`src/rtl/imem_dmem_arbiter_if.sv`:
```
// rtl/imem_dmem_arbiter_if.sv - request/response bundle between IF/MEM stages, arbiter and unified memory
interface imem_dmem_arbiter_if;
  logic        instr_req_ip;
  logic [31:0] instr_addr_ip;
  logic        instr_gnt_op;
  logic        instr_rvalid_op;
  logic [31:0] instr_rdata_op;
  logic        data_req_ip;
  logic        data_we_ip;
  logic [3:0]  data_be_ip;
  logic [31:0] data_addr_ip;
  logic [31:0] data_wdata_ip;
  logic        data_gnt_op;
  logic        data_rvalid_op;
  logic [31:0] data_rdata_op;
  logic        flush_ip;
  logic        mem_req_op;
  logic        mem_we_op;
  logic [3:0]  mem_be_op;
  logic [31:0] mem_addr_op;
  logic [31:0] mem_wdata_op;
  logic        mem_rvalid_ip;
  logic [31:0] mem_rdata_ip;
  logic        timeout_err_op;

  modport slave (
    input  instr_req_ip, instr_addr_ip, data_req_ip, data_we_ip, data_be_ip,
           data_addr_ip, data_wdata_ip, flush_ip, mem_rvalid_ip, mem_rdata_ip,
    output instr_gnt_op, instr_rvalid_op, instr_rdata_op, data_gnt_op,
           data_rvalid_op, data_rdata_op, mem_req_op, mem_we_op, mem_be_op,
           mem_addr_op, mem_wdata_op, timeout_err_op
  );

  modport master (
    output instr_req_ip, instr_addr_ip, data_req_ip, data_we_ip, data_be_ip,
           data_addr_ip, data_wdata_ip, flush_ip, mem_rvalid_ip, mem_rdata_ip,
    input  instr_gnt_op, instr_rvalid_op, instr_rdata_op, data_gnt_op,
           data_rvalid_op, data_rdata_op, mem_req_op, mem_we_op, mem_be_op,
           mem_addr_op, mem_wdata_op, timeout_err_op
  );
endinterface

```
`src/rtl/imem_dmem_arbiter.sv`:
```
// rtl/imem_dmem_arbiter.sv - single-outstanding arbiter sharing one memory port between fetch and load/store
module imem_dmem_arbiter #(
  parameter int MAX_DATA_STREAK = 4,
  parameter int TIMEOUT         = 64
) (
  input  logic                 clock,
  input  logic                 reset,
  imem_dmem_arbiter_if.slave   bus
);
  typedef enum logic [1:0] {IDLE, BUSY_I, BUSY_D} state_t;

  localparam logic [3:0] STREAK_MAX = 4'(MAX_DATA_STREAK);
  localparam logic [7:0] TIMER_LAST = 8'(TIMEOUT - 1);

  state_t     state, state_next;
  logic [3:0] streak, streak_next;
  logic [7:0] timer;
  logic       drop, drop_next;

  always_ff @(posedge clock) begin
    if (reset) begin
      state  <= IDLE;
      streak <= 4'd0;
      drop   <= 1'b0;
      timer  <= 8'd0;
    end else begin
      state  <= state_next;
      streak <= streak_next;
      drop   <= drop_next;
      // Only a BUSY state that persists keeps counting; any entry restarts at zero.
      timer  <= (state_next == state && state != IDLE) ? timer + 8'd1 : 8'd0;
    end
  end

  always_comb begin
    state_next          = state;
    streak_next         = streak;
    drop_next           = drop;
    bus.instr_gnt_op    = 1'b0;
    bus.instr_rvalid_op = 1'b0;
    bus.instr_rdata_op  = 32'd0;
    bus.data_gnt_op     = 1'b0;
    bus.data_rvalid_op  = 1'b0;
    bus.data_rdata_op   = 32'd0;
    bus.mem_req_op      = 1'b0;
    bus.mem_we_op       = 1'b0;
    bus.mem_be_op       = 4'd0;
    bus.mem_addr_op     = 32'd0;
    bus.mem_wdata_op    = 32'd0;
    bus.timeout_err_op  = 1'b0;
    if (!reset) begin
      case (state)
        IDLE: begin
          if (bus.data_req_ip && (!bus.instr_req_ip || streak < STREAK_MAX)) begin
            bus.data_gnt_op  = 1'b1;
            bus.mem_req_op   = 1'b1;
            bus.mem_we_op    = bus.data_we_ip;
            bus.mem_be_op    = bus.data_be_ip;
            bus.mem_addr_op  = bus.data_addr_ip;
            bus.mem_wdata_op = bus.data_wdata_ip;
            state_next       = BUSY_D;
            // The streak only measures how long a waiting fetch has been passed over.
            if (!bus.instr_req_ip)
              streak_next = 4'd0;
            else if (streak != 4'hF)
              streak_next = streak + 4'd1;
          end else if (bus.instr_req_ip) begin
            bus.instr_gnt_op = 1'b1;
            bus.mem_req_op   = 1'b1;
            bus.mem_be_op    = 4'hF;
            bus.mem_addr_op  = bus.instr_addr_ip;
            streak_next      = 4'd0;
            state_next       = BUSY_I;
          end
        end
        BUSY_I: begin
          if (bus.flush_ip)
            drop_next = 1'b1;
          if (bus.mem_rvalid_ip) begin
            if (!(drop || bus.flush_ip)) begin
              bus.instr_rvalid_op = 1'b1;
              bus.instr_rdata_op  = bus.mem_rdata_ip;
            end
            state_next = IDLE;
            drop_next  = 1'b0;
          end else if (timer == TIMER_LAST) begin
            bus.timeout_err_op = 1'b1;
            state_next         = IDLE;
            drop_next          = 1'b0;
          end
        end
        BUSY_D: begin
          if (bus.mem_rvalid_ip) begin
            bus.data_rvalid_op = 1'b1;
            bus.data_rdata_op  = bus.mem_rdata_ip;
            state_next         = IDLE;
            drop_next          = 1'b0;
          end else if (timer == TIMER_LAST) begin
            bus.timeout_err_op = 1'b1;
            state_next         = IDLE;
            drop_next          = 1'b0;
          end
        end
        default: state_next = IDLE;
      endcase
    end
  end
endmodule

```
`src/flat_wrapper.sv`:
```
// flat-port wrapper written by rule: the top's interface ports become plain ports
module imem_dmem_arbiter_flat 
#(
  parameter int MAX_DATA_STREAK = 4,
  parameter int TIMEOUT         = 64
)
  (clock, reset, bus_instr_req_ip, bus_instr_addr_ip, bus_data_req_ip, bus_data_we_ip, bus_data_be_ip, bus_data_addr_ip, bus_data_wdata_ip, bus_flush_ip, bus_mem_rvalid_ip, bus_mem_rdata_ip, bus_instr_gnt_op, bus_instr_rvalid_op, bus_instr_rdata_op, bus_data_gnt_op, bus_data_rvalid_op, bus_data_rdata_op, bus_mem_req_op, bus_mem_we_op, bus_mem_be_op, bus_mem_addr_op, bus_mem_wdata_op, bus_timeout_err_op);
  imem_dmem_arbiter_if bus_i ();
  input  logic clock;
  input  logic reset;
  input wire logic [$bits(bus_i.instr_req_ip)-1:0] bus_instr_req_ip;
  input wire logic [$bits(bus_i.instr_addr_ip)-1:0] bus_instr_addr_ip;
  input wire logic [$bits(bus_i.data_req_ip)-1:0] bus_data_req_ip;
  input wire logic [$bits(bus_i.data_we_ip)-1:0] bus_data_we_ip;
  input wire logic [$bits(bus_i.data_be_ip)-1:0] bus_data_be_ip;
  input wire logic [$bits(bus_i.data_addr_ip)-1:0] bus_data_addr_ip;
  input wire logic [$bits(bus_i.data_wdata_ip)-1:0] bus_data_wdata_ip;
  input wire logic [$bits(bus_i.flush_ip)-1:0] bus_flush_ip;
  input wire logic [$bits(bus_i.mem_rvalid_ip)-1:0] bus_mem_rvalid_ip;
  input wire logic [$bits(bus_i.mem_rdata_ip)-1:0] bus_mem_rdata_ip;
  output wire logic [$bits(bus_i.instr_gnt_op)-1:0] bus_instr_gnt_op;
  output wire logic [$bits(bus_i.instr_rvalid_op)-1:0] bus_instr_rvalid_op;
  output wire logic [$bits(bus_i.instr_rdata_op)-1:0] bus_instr_rdata_op;
  output wire logic [$bits(bus_i.data_gnt_op)-1:0] bus_data_gnt_op;
  output wire logic [$bits(bus_i.data_rvalid_op)-1:0] bus_data_rvalid_op;
  output wire logic [$bits(bus_i.data_rdata_op)-1:0] bus_data_rdata_op;
  output wire logic [$bits(bus_i.mem_req_op)-1:0] bus_mem_req_op;
  output wire logic [$bits(bus_i.mem_we_op)-1:0] bus_mem_we_op;
  output wire logic [$bits(bus_i.mem_be_op)-1:0] bus_mem_be_op;
  output wire logic [$bits(bus_i.mem_addr_op)-1:0] bus_mem_addr_op;
  output wire logic [$bits(bus_i.mem_wdata_op)-1:0] bus_mem_wdata_op;
  output wire logic [$bits(bus_i.timeout_err_op)-1:0] bus_timeout_err_op;
  assign bus_i.instr_req_ip = bus_instr_req_ip;
  assign bus_i.instr_addr_ip = bus_instr_addr_ip;
  assign bus_i.data_req_ip = bus_data_req_ip;
  assign bus_i.data_we_ip = bus_data_we_ip;
  assign bus_i.data_be_ip = bus_data_be_ip;
  assign bus_i.data_addr_ip = bus_data_addr_ip;
  assign bus_i.data_wdata_ip = bus_data_wdata_ip;
  assign bus_i.flush_ip = bus_flush_ip;
  assign bus_i.mem_rvalid_ip = bus_mem_rvalid_ip;
  assign bus_i.mem_rdata_ip = bus_mem_rdata_ip;
  assign bus_instr_gnt_op = bus_i.instr_gnt_op;
  assign bus_instr_rvalid_op = bus_i.instr_rvalid_op;
  assign bus_instr_rdata_op = bus_i.instr_rdata_op;
  assign bus_data_gnt_op = bus_i.data_gnt_op;
  assign bus_data_rvalid_op = bus_i.data_rvalid_op;
  assign bus_data_rdata_op = bus_i.data_rdata_op;
  assign bus_mem_req_op = bus_i.mem_req_op;
  assign bus_mem_we_op = bus_i.mem_we_op;
  assign bus_mem_be_op = bus_i.mem_be_op;
  assign bus_mem_addr_op = bus_i.mem_addr_op;
  assign bus_mem_wdata_op = bus_i.mem_wdata_op;
  assign bus_timeout_err_op = bus_i.timeout_err_op;
  imem_dmem_arbiter #(.MAX_DATA_STREAK(MAX_DATA_STREAK), .TIMEOUT(TIMEOUT)) u_core (.clock(clock), .reset(reset), .bus(bus_i));
endmodule
```
`config.mk`:
```
export PLATFORM = sky130hd
export DESIGN_NAME = imem_dmem_arbiter_flat
export DESIGN_NICKNAME = d
export VERILOG_FILES = /design/src/rtl/imem_dmem_arbiter_if.sv /design/src/rtl/imem_dmem_arbiter.sv /design/src/flat_wrapper.sv
export SDC_FILE = /design/constraint.sdc
export NUM_CORES = 1
export LEC_CHECK = 0
export BUFFER_PORTS_ARGS = -buffer_cell sky130_fd_sc_hd__buf_2
export CORE_AREA = 2 2 109 111
export CTS_CLUSTER_SIZE = 25
export DETAILED_ROUTE_END_ITERATION = 12
export DIE_AREA = 0 0 111 113
export PLACE_DENSITY = 0.59
export SYNTH_ARGS = -nofsm -noshare
export SYNTH_HDL_FRONTEND = slang
export SYNTH_SLANG_ARGS = --single-unit
export TNS_END_PERCENT = 20
```
`constraint.sdc`:
```
create_clock -name clock -period 3.2 [get_ports clock]
set_input_delay 0.32 -clock clock [delete_from_list [all_inputs] [get_ports clock]]
set_output_delay 0.32 -clock clock [all_outputs]
set_load 0.02 [all_outputs]
```
==> flow_metrics.env, run 1 <==
export IMPL_status="finished, final reports clean"
export IMPL_die_h_um=113
export IMPL_antenna_found_initial=0
export IMPL_die_area_um2=12540
export IMPL_finalSetupTns_ns=0
export IMPL_placed_area_um2=3410
export IMPL_synth_top_area_frac=0.3158
export IMPL_ys_warn_count=0
export IMPL_p_leak_uw=0.002088
export IMPL_num_vias=2785
export IMPL_ctsResizeCount=0
export IMPL_peakVddDrop_mv=0.1475
export IMPL_synth_largest_area_cell="and2_1"
export IMPL_rsz0062_at_grt="false"
export IMPL_numCtsBuffers=3
export IMPL_hold_viol=0
export IMPL_drive_gt1_frac=0.5909
export IMPL_ant_nets=0
export IMPL_grt_pass1_wl_um=14450
export IMPL_synth_seq_cells=15
export IMPL_dp_hpwl_um=8320
export IMPL_cts_root_buf="clkbuf_16"
export IMPL_slew_headroom=0.6047
export IMPL_grt_pass1_vias=2668
export IMPL_period_share=0.8432
export IMPL_grt_usage=0.1429
export IMPL_initial_core_util=0.1705
export IMPL_clk_pin_slew_worst_paths_ns=0.05
export IMPL_nets=652
export IMPL_grt_overflow=0
export IMPL_firstDrtPassIters=4
export IMPL_io_pins=278
export IMPL_fp_coreArea_um2=11270
export IMPL_gp_congestion=0.9426
export IMPL_whs_ns=0.3946
export IMPL_rows=39
export IMPL_fillers=1195
export IMPL_crit_start="u_core.state[1]"
export IMPL_grt_max_degree=71
export IMPL_dp_cells=645
export IMPL_drt_first_iter_violations=157
export IMPL_crit_type="reg2out"
export IMPL_vias_per_cell=4.291
export IMPL_syn_inst=239
export IMPL_area_growth_pct=81.51
export IMPL_postSynthAreaPerCell_um2=8.041
export IMPL_drc=0
export IMPL_wl_per_cell_um=15.10
export IMPL_finalClockSkew_ns=0.001096
export IMPL_insertedDiodeCount=0
export IMPL_wirelength_um=9797
export IMPL_final_cells=649
export IMPL_die_w_um=111
export IMPL_r2r_start="u_core.state[0]"
export IMPL_cp_end_kind="output port"
export IMPL_post_cts_buffers=0
export IMPL_holdCritStartpoint="bus_mem_rvalid_ip"
export IMPL_io_buffers=277
export IMPL_yosysSeqAreaShare=0.1563
export IMPL_max_freq_mhz=370.6
export IMPL_cts_tree="done"
export IMPL_final_area_um2=3488
export IMPL_crit_arrival_ns=2.38
export IMPL_maxCapViolations=0
export IMPL_clkSinkCount=15
export IMPL_hold_class="in2reg"
export IMPL_cts_path_max_buffers=2
export IMPL_insertion_delay_ns=0.25
export IMPL_synth_area_um2=1922
export IMPL_power_density_nw_per_um2=249.2
export IMPL_syn_num_nets=384
export IMPL_setup_violations=0
export IMPL_synth_distinct_cells=44
export IMPL_start_kind="flop"
export IMPL_synthTopCellsByArea="and2_1 (32%), dfxtp_1 (16%), a22o_1 (15%)"
export IMPL_worst_pin_slew_ns=0.5929
export IMPL_cp_max_fo=24
export IMPL_worst_ep_required_time_ns=2.88
export IMPL_min_period_ns=2.698
export IMPL_hold_buffers=0
export IMPL_cts_max_level=1
export IMPL_slew_viol_final=0
-- final cells by class --
type	instances	area (µm²)	share of cell area
multi-input combinational	200	1488	0.4265
timing repair buffer	282	1424	0.4082
tap	143	178.9	0.05129
inverter	5	18.77	0.005380
sequential	15	300.3	0.08608
clock buffer	4	78.83	0.02260
-- synth_stat cells, drive strengths merged --
cell type	n
buf	13
dfxtp	15
nand3	5
o31ai	1
mux2i	1
a22o	32
a221oi	1
nor4	1
xor2	5
a211oi	2
a21boi	1
ha	6
or2b	1
a2111oi	1
and3	1
a31oi	3
and4	2
nor4b	1
o21ai	3
nand2	1
clkbuf	6
a21o	4
nor3	11
nor3b	4
and2	97
nand2b	2
xnor2	1
inv	5
o311ai	1
a22oi	1
a21oi	3
nand4	1
nor2	7
-- worst paths after layout --
kind,to,slack [ns],depth (start not counted)
worst min register to register,u_core.timer[0],0.52,1
worst max-delay path,bus_mem_addr_op[1],0.50,7
worst min-delay path,u_core.drop,0.39,3
worst max register to register,u_core.timer[7],1.42,5
-- cell usage in the layout (no fill, tap or decap), types with 2 or more instances in the layout --
cell type	synthesis	layout
dfxtp_1	15	15
xor2_1	5	5
nand2b_1	2	2
a21oi_1	2	2
and2_1	97	97
a211oi_1	2	2
a22o_1	32	32
nor2_1	5	5
nand3_1	3	3
o21ai_0	2	2
inv_1	4	4
clkbuf_16	0	3
buf_2	7	277
a31oi_1	3	3
nor3b_1	3	3
a21o_1	4	4
nor3_1	11	11
nor2_4	2	2
ha_1	6	6
buf_4	3	5
-- state kept, by name, summed over array words and instances, names as in the netlist --
name	flops
u_core.drop	1
u_core.timer	8
u_core.streak	4
u_core.state	2
-- per-layer routing --
layer | part of all wire | global-route usage
met5 | 0 | 0
met1 | 0.40 | 0.1734
met2 | 0.52 | 0.2634
met3 | 0.074 | 0.03321
met4 | 0.0049 | 0.02000
-- where the power goes --
| part | internal (µW) | switching (µW) |
|---|---|---|
| Clock | 169 | 80.6 |
| Sequential | 195 | 7.52 |
| Combinational | 175 | 242 |
| Total | 539 | 330 |
-- kinds of logic after synthesis --
kind of cell | count (synthesis) | share of synthesized area
AO/OA/AOI/OAI | 53 | 0.2507
AND/OR/NAND/NOR | 134 | 0.4518
multiplexers | 1 | 0.005209
flip-flops | 15 | 0.1563
XOR/XNOR | 6 | 0.02734
adder cells (fa/ha/maj) | 6 | 0.03906
buffers and inverters | 24 | 0.06965
-- per-stage QoR --
step,util,worst slack [ns],power (µW)
finish,0.3095,0.5016,869.4
global route,0.3095,0.2621,914.3
global placement,0.3025,0.8037,621.2
CTS,0.3095,0.4662,878.5
detailed placement,0.3025,0.7479,625.5
floorplan,-,1.315,444.9
-- critical path: stages (launching register included) --
cell and delay, ns:
dfxtp_1 0.33, inv_1 0.17, ha_1 0.39, o311ai_4 0.18
nor2_4 0.48, buf_4 0.26, a22o_1 0.14, buf_2 0.17
Note: power is estimated with default switching activity, not from simulation.
==> inputs of run 2 (changes only) <==
- clock period: 3.2 -> 2.6 ns (I/O delays scaled with it)
==> run 2 against run 1 <==
Compared with the run above:
- worst setup slack got worse by 0.30 ns
- largest cell class unchanged
- routed wire length fell by 5.8%
- clock skew is 0.0029 ns higher
- global-route usage shrank 0.89 points
- first-iteration DRC count down 44%
- core utilization up 0.16 points
- power rose by 23%
==> flow_metrics.env, run 2 (synthesis gave the netlist of run 1 again) <==
export IMPL_status="finished, final reports clean"
export IMPL_maxCapViolations=0
export IMPL_grt_overflow=0
export IMPL_grt_usage=0.1340
export IMPL_rsz0062_at_grt="false"
export IMPL_vias_per_cell=4.241
export IMPL_cts_max_level=1
export IMPL_cp_max_fo=70
export IMPL_hold_viol=0
export IMPL_grt_max_degree=71
export IMPL_max_freq_mhz=416.3
export IMPL_cts_path_max_buffers=2
export IMPL_grt_pass1_wl_um=13760
export IMPL_die_area_um2=12540
export IMPL_slew_viol_final=0
export IMPL_gp_congestion=0.8725
export IMPL_cp_end_kind="output port"
export IMPL_layout_commonest_cell="buf_2"
export IMPL_wl_met2_um=4718
export IMPL_finalClockSkew_ns=0.003970
export IMPL_worst_ep_required_time_ns=2.34
export IMPL_numCtsBuffers=3
export IMPL_die_h_um=113
export IMPL_wl_met3_um=673
export IMPL_crit_chain="inv_1, ha_1, nand3_2, nor2_4, buf_12, a22o_1, buf_2"
export IMPL_finalSetupTns_ns=0
export IMPL_clk_pin_slew_worst_paths_ns=0.05
export IMPL_place_ws_ns=0.4523
export IMPL_hold_class="in2reg"
export IMPL_routed_top_layer="met3"
export IMPL_start_kind="flop"
export IMPL_post_cts_buffers=0
export IMPL_multi_input_area_um2=1488
export IMPL_cp_slowest_cell="ha_1"
export IMPL_cts_tree="done"
export IMPL_io_pins=278
export IMPL_firstDrtPassIters=4
export IMPL_crit_arrival_ns=2.14
export IMPL_setup_violations=0
export IMPL_ff2ff_setup_slack_ns=0.82
export IMPL_insertion_delay_ns=0.24
export IMPL_fp_coreArea_um2=11270
export IMPL_min_period_ns=2.402
export IMPL_max_stage_delay_ns=0.40
export IMPL_cts_root_buf="clkbuf_16"
export IMPL_crit_type="reg2out"
export IMPL_initial_core_util=0.1705
export IMPL_largest_reg_flops=8
export IMPL_antenna_found_initial=0
export IMPL_drt_first_iter_violations=88
export IMPL_num_vias=2748
export IMPL_slew_headroom=0.6579
export IMPL_p_leak_uw=0.002090
export IMPL_clkSinkCount=15
export IMPL_largest_register="u_core.timer"
export IMPL_grt_pass1_vias=2614
export IMPL_met1_length_um=3838
export IMPL_worst_pin_slew_ns=0.5078
export IMPL_setup_ws_ns=0.1978
export IMPL_wl_per_cell_um=14.25
export IMPL_ctsResizeCount=0
export IMPL_reg_top3="u_core.timer (8), u_core.streak (4), u_core.state (2)"
export IMPL_drc=0
export IMPL_power_density_nw_per_um2=303.8
export IMPL_drive_gt1_frac=0.5901
export IMPL_fillers=1217
export IMPL_io_buffers=277
export IMPL_area_growth_pct=82.42
export IMPL_ant_nets=0
export IMPL_regArea_um2=300.3
export IMPL_dp_hpwl_um=7784
export IMPL_die_w_um=111
export IMPL_final_cell_mix="buf_2 (277), and2_1 (97), a22o_1 (32), dfxtp_1 (15), nor3_1 (11)"
export IMPL_peakVddDrop_mv=0.3953
export IMPL_hold_buffers=0
export IMPL_period_share=0.9239
export IMPL_wirelength_um=9231
export IMPL_rows=39
export IMPL_nets=651
export IMPL_insertedDiodeCount=0
## run 2: cell types whose count changed in the layout (fill, tap and decap cells not counted)
cell    delta
buf_4      -3
buf_12     +2
## run 2: per-stage QoR
stage	cells	hold WS (ns)	area [µm²]	power, µW	utilization
final	648	0.3431	3506	1065	0.3110
after global routing	648	0.3479	3506	1127	0.3110
after CTS	648	0.3384	3506	1088	0.3110
after detailed placement	644	0.5132	3427	775.1	0.3040
after global placement	644	0.4941	3427	770.3	0.3040
after floorplan	239	0.4347	1922	547.6	-
## run 2: final timing paths
| path | startpoint | endpoint | cells past startpoint |
|---|---|---|---|
| worst min register to register | u_core.streak[1] | u_core.streak[1] | 2 |
| worst max register to register | u_core.state[0] | u_core.timer[4] | 5 |
| worst max-delay path | u_core.state[1] | bus_mem_addr_op[2] | 7 |
| worst min-delay path | bus_mem_rvalid_ip | u_core.drop | 3 |
## run 2: cell type report
type | count | area share
flip-flops and latches | 15 | 0.08565
multi-input cells | 200 | 0.4243
repair buffers | 281 | 0.4111
inverters | 5 | 0.005353
clock buffers | 4 | 0.02248
well taps | 143 | 0.05104
## run 2: report_power, final
group          switching [µW]  total, µW  leakage, µW  internal (µW)
clock network            90.7        298    0.0000382            207
registers                9.40        249     0.000122            240
logic                     298        518      0.00193            220
total                     398       1070      0.00209            667
## run 2: per-layer routing
metal | track usage | up-vias
met5 | 0 | -
met4 | 0.01333 | 0
met3 | 0.02732 | 0
met2 | 0.2434 | 123
met1 | 0.1700 | 1255
li1 | - | 1370
## run 2: worst max-delay path: cells and delay by family (launching register included)
kind	cells	cell delay (ns)
compound gates	1	0.25
fa+ha+maj	1	0.40
buf+inv	3	0.61
flops	1	0.32
simple gates	2	0.31
==> inputs of run 3 (changes only) <==
- CTS_BUF_LIST: default -> sky130_fd_sc_hd__clkbuf_4 sky130_fd_sc_hd__clkbuf_8 sky130_fd_sc_hd__clkbuf_16
==> run 3 against run 2 <==
Compared with the run above:
- critical endpoint unchanged
- global-route usage about the same
- via count about the same
- worst hold slack about the same
- clock power up 3%
- maximum frequency down 0.25%
- non-clock buffer count unchanged
- sequential share of layout area about the same
- largest cell class unchanged
==> flow_metrics.env, run 3 (synthesis gave the netlist of run 1 again) <==
export IMPL_ctsResizeCount=0
export IMPL_max_freq_mhz=415.3
export IMPL_p_leak_uw=0.002093
export IMPL_cts_tree="done"
export IMPL_final_cells=648
export IMPL_grt_overflow=0
export IMPL_ff2ff_setup_slack_ns=0.82
export IMPL_area_growth_pct=82.62
export IMPL_antenna_found_initial=0
export IMPL_max_stage_delay_ns=0.40
export IMPL_hold_buffers=0
export IMPL_io_pins=278
export IMPL_dp_hpwl_um=7784
export IMPL_post_cts_buffers=0
export IMPL_clkSinkCount=15
export IMPL_r2r_start="u_core.state[1]"
export IMPL_wl_per_cell_um=14.24
export IMPL_final_cell_mix="buf_2 (277), and2_1 (97), a22o_1 (32), dfxtp_1 (15), nor3_1 (11)"
export IMPL_hold_viol=0
export IMPL_cp_end_kind="output port"
export IMPL_die_area_um2=12540
export IMPL_layout_commonest_cell="buf_2"
export IMPL_status="finished, final reports clean"
export IMPL_firstDrtPassIters=4
export IMPL_worst_ep_required_time_ns=2.34
export IMPL_grt_usage=0.1341
export IMPL_num_vias=2747
export IMPL_maxCapViolations=0
export IMPL_drc=0
export IMPL_nets=651
export IMPL_holdCritStartpoint="bus_mem_rvalid_ip"
export IMPL_cts_path_max_buffers=2
export IMPL_insertion_delay_ns=0.24
export IMPL_dp_cells=644
export IMPL_setup_violations=0
export IMPL_path_delay_family="buffers and inverters"
export IMPL_power_density_nw_per_um2=306.3
export IMPL_clk_pin_slew_worst_paths_ns=0.05
export IMPL_final_area_um2=3510
export IMPL_rows=39
export IMPL_die_h_um=113
export IMPL_grt_pass1_wl_um=13770
export IMPL_drive_gt1_frac=0.5921
export IMPL_largest_register="u_core.timer"
export IMPL_cts_max_level=1
export IMPL_rsz0062_at_grt="false"
export IMPL_finalClockSkew_ns=0.004168
export IMPL_worst_pin_slew_ns=0.5078
export IMPL_cp_slowest_cell="ha_1"
export IMPL_insertedDiodeCount=0
export IMPL_io_buffers=277
export IMPL_hold_class="in2reg"
export IMPL_grt_pass1_vias=2614
export IMPL_crit_start="u_core.state[1]"
export IMPL_setup_ws_ns=0.1919
export IMPL_start_kind="flop"
export IMPL_place_ws_ns=0.4523
export IMPL_die_w_um=111
export IMPL_power_uw=1075
export IMPL_slew_headroom=0.6579
export IMPL_gp_congestion=0.8725
export IMPL_crit_chain="inv_1, ha_1, nand3_2, nor2_4, buf_12, a22o_1, buf_2"
export IMPL_drt_first_iter_violations=87
export IMPL_finalSetupTns_ns=0
export IMPL_cts_root_buf="clkbuf_16"
export IMPL_peakVddDrop_mv=0.3942
export IMPL_wirelength_um=9230
export IMPL_reg_top3="u_core.timer (8), u_core.streak (4), u_core.state (2)"
export IMPL_largest_reg_flops=8
export IMPL_period_share=0.9262
export IMPL_fp_coreArea_um2=11270
export IMPL_slew_viol_final=0
export IMPL_crit_arrival_ns=2.15
export IMPL_numCtsBuffers=3
export IMPL_fillers=1222
export IMPL_ant_nets=0
export IMPL_initial_core_util=0.1705
export IMPL_vias_per_cell=4.239
export IMPL_placed_area_um2=3427
export IMPL_min_period_ns=2.408
export IMPL_grt_max_degree=71
export IMPL_worst_path_buf_inv=3
export IMPL_cp_max_fo=70
export IMPL_crit_type="reg2out"
==> run 3: worst min-delay path, cell delays in order <==
cell and delay, ns:
buf_2 0.11, or2b_1 0.10, a211oi_1 0.06
==> run 3: stage by stage <==
step / hold slack, ns / utilization
after floorplan: 0.4347 / -
after global placement: 0.4941 / 0.3040
after detailed placement: 0.5132 / 0.3040
after CTS: 0.3396 / 0.3114
after global routing: 0.3472 / 0.3114
final: 0.3434 / 0.3114
==> run 3: final timing paths <==
path	cells after the start	endpoint
hold / removal	3	u_core.drop
setup reg to reg	5	u_core.timer[4]
hold reg to reg	2	u_core.streak[1]
setup / recovery	7	bus_mem_addr_op[2]
==> run 3: layout make-up <==
cell class / count / area, µm² / area share
clock buffer: 4 / 82.58 / 0.02353
sequential: 15 / 300.3 / 0.08556
timing repair buffer: 281 / 1441 / 0.4107
tap: 143 / 178.9 / 0.05098
inverter: 5 / 18.77 / 0.005348
multi-input combinational: 200 / 1488 / 0.4239
==> run 3: metal layers <==
layer | part of all wire | track usage | up-vias
met5 | 0 | 0 | -
met4 | 0 | 0.01333 | 0
met3 | 0.074 | 0.02732 | 0
met2 | 0.51 | 0.2434 | 125
met1 | 0.42 | 0.1703 | 1252
li1 | - | - | 1370
==> run 3: report_power, final <==
part	internal (µW)	switching, µW	total, µW
combinational	220	298	518
sequential	240	9.39	249
clock	218	90.5	308
total	677	398	1080
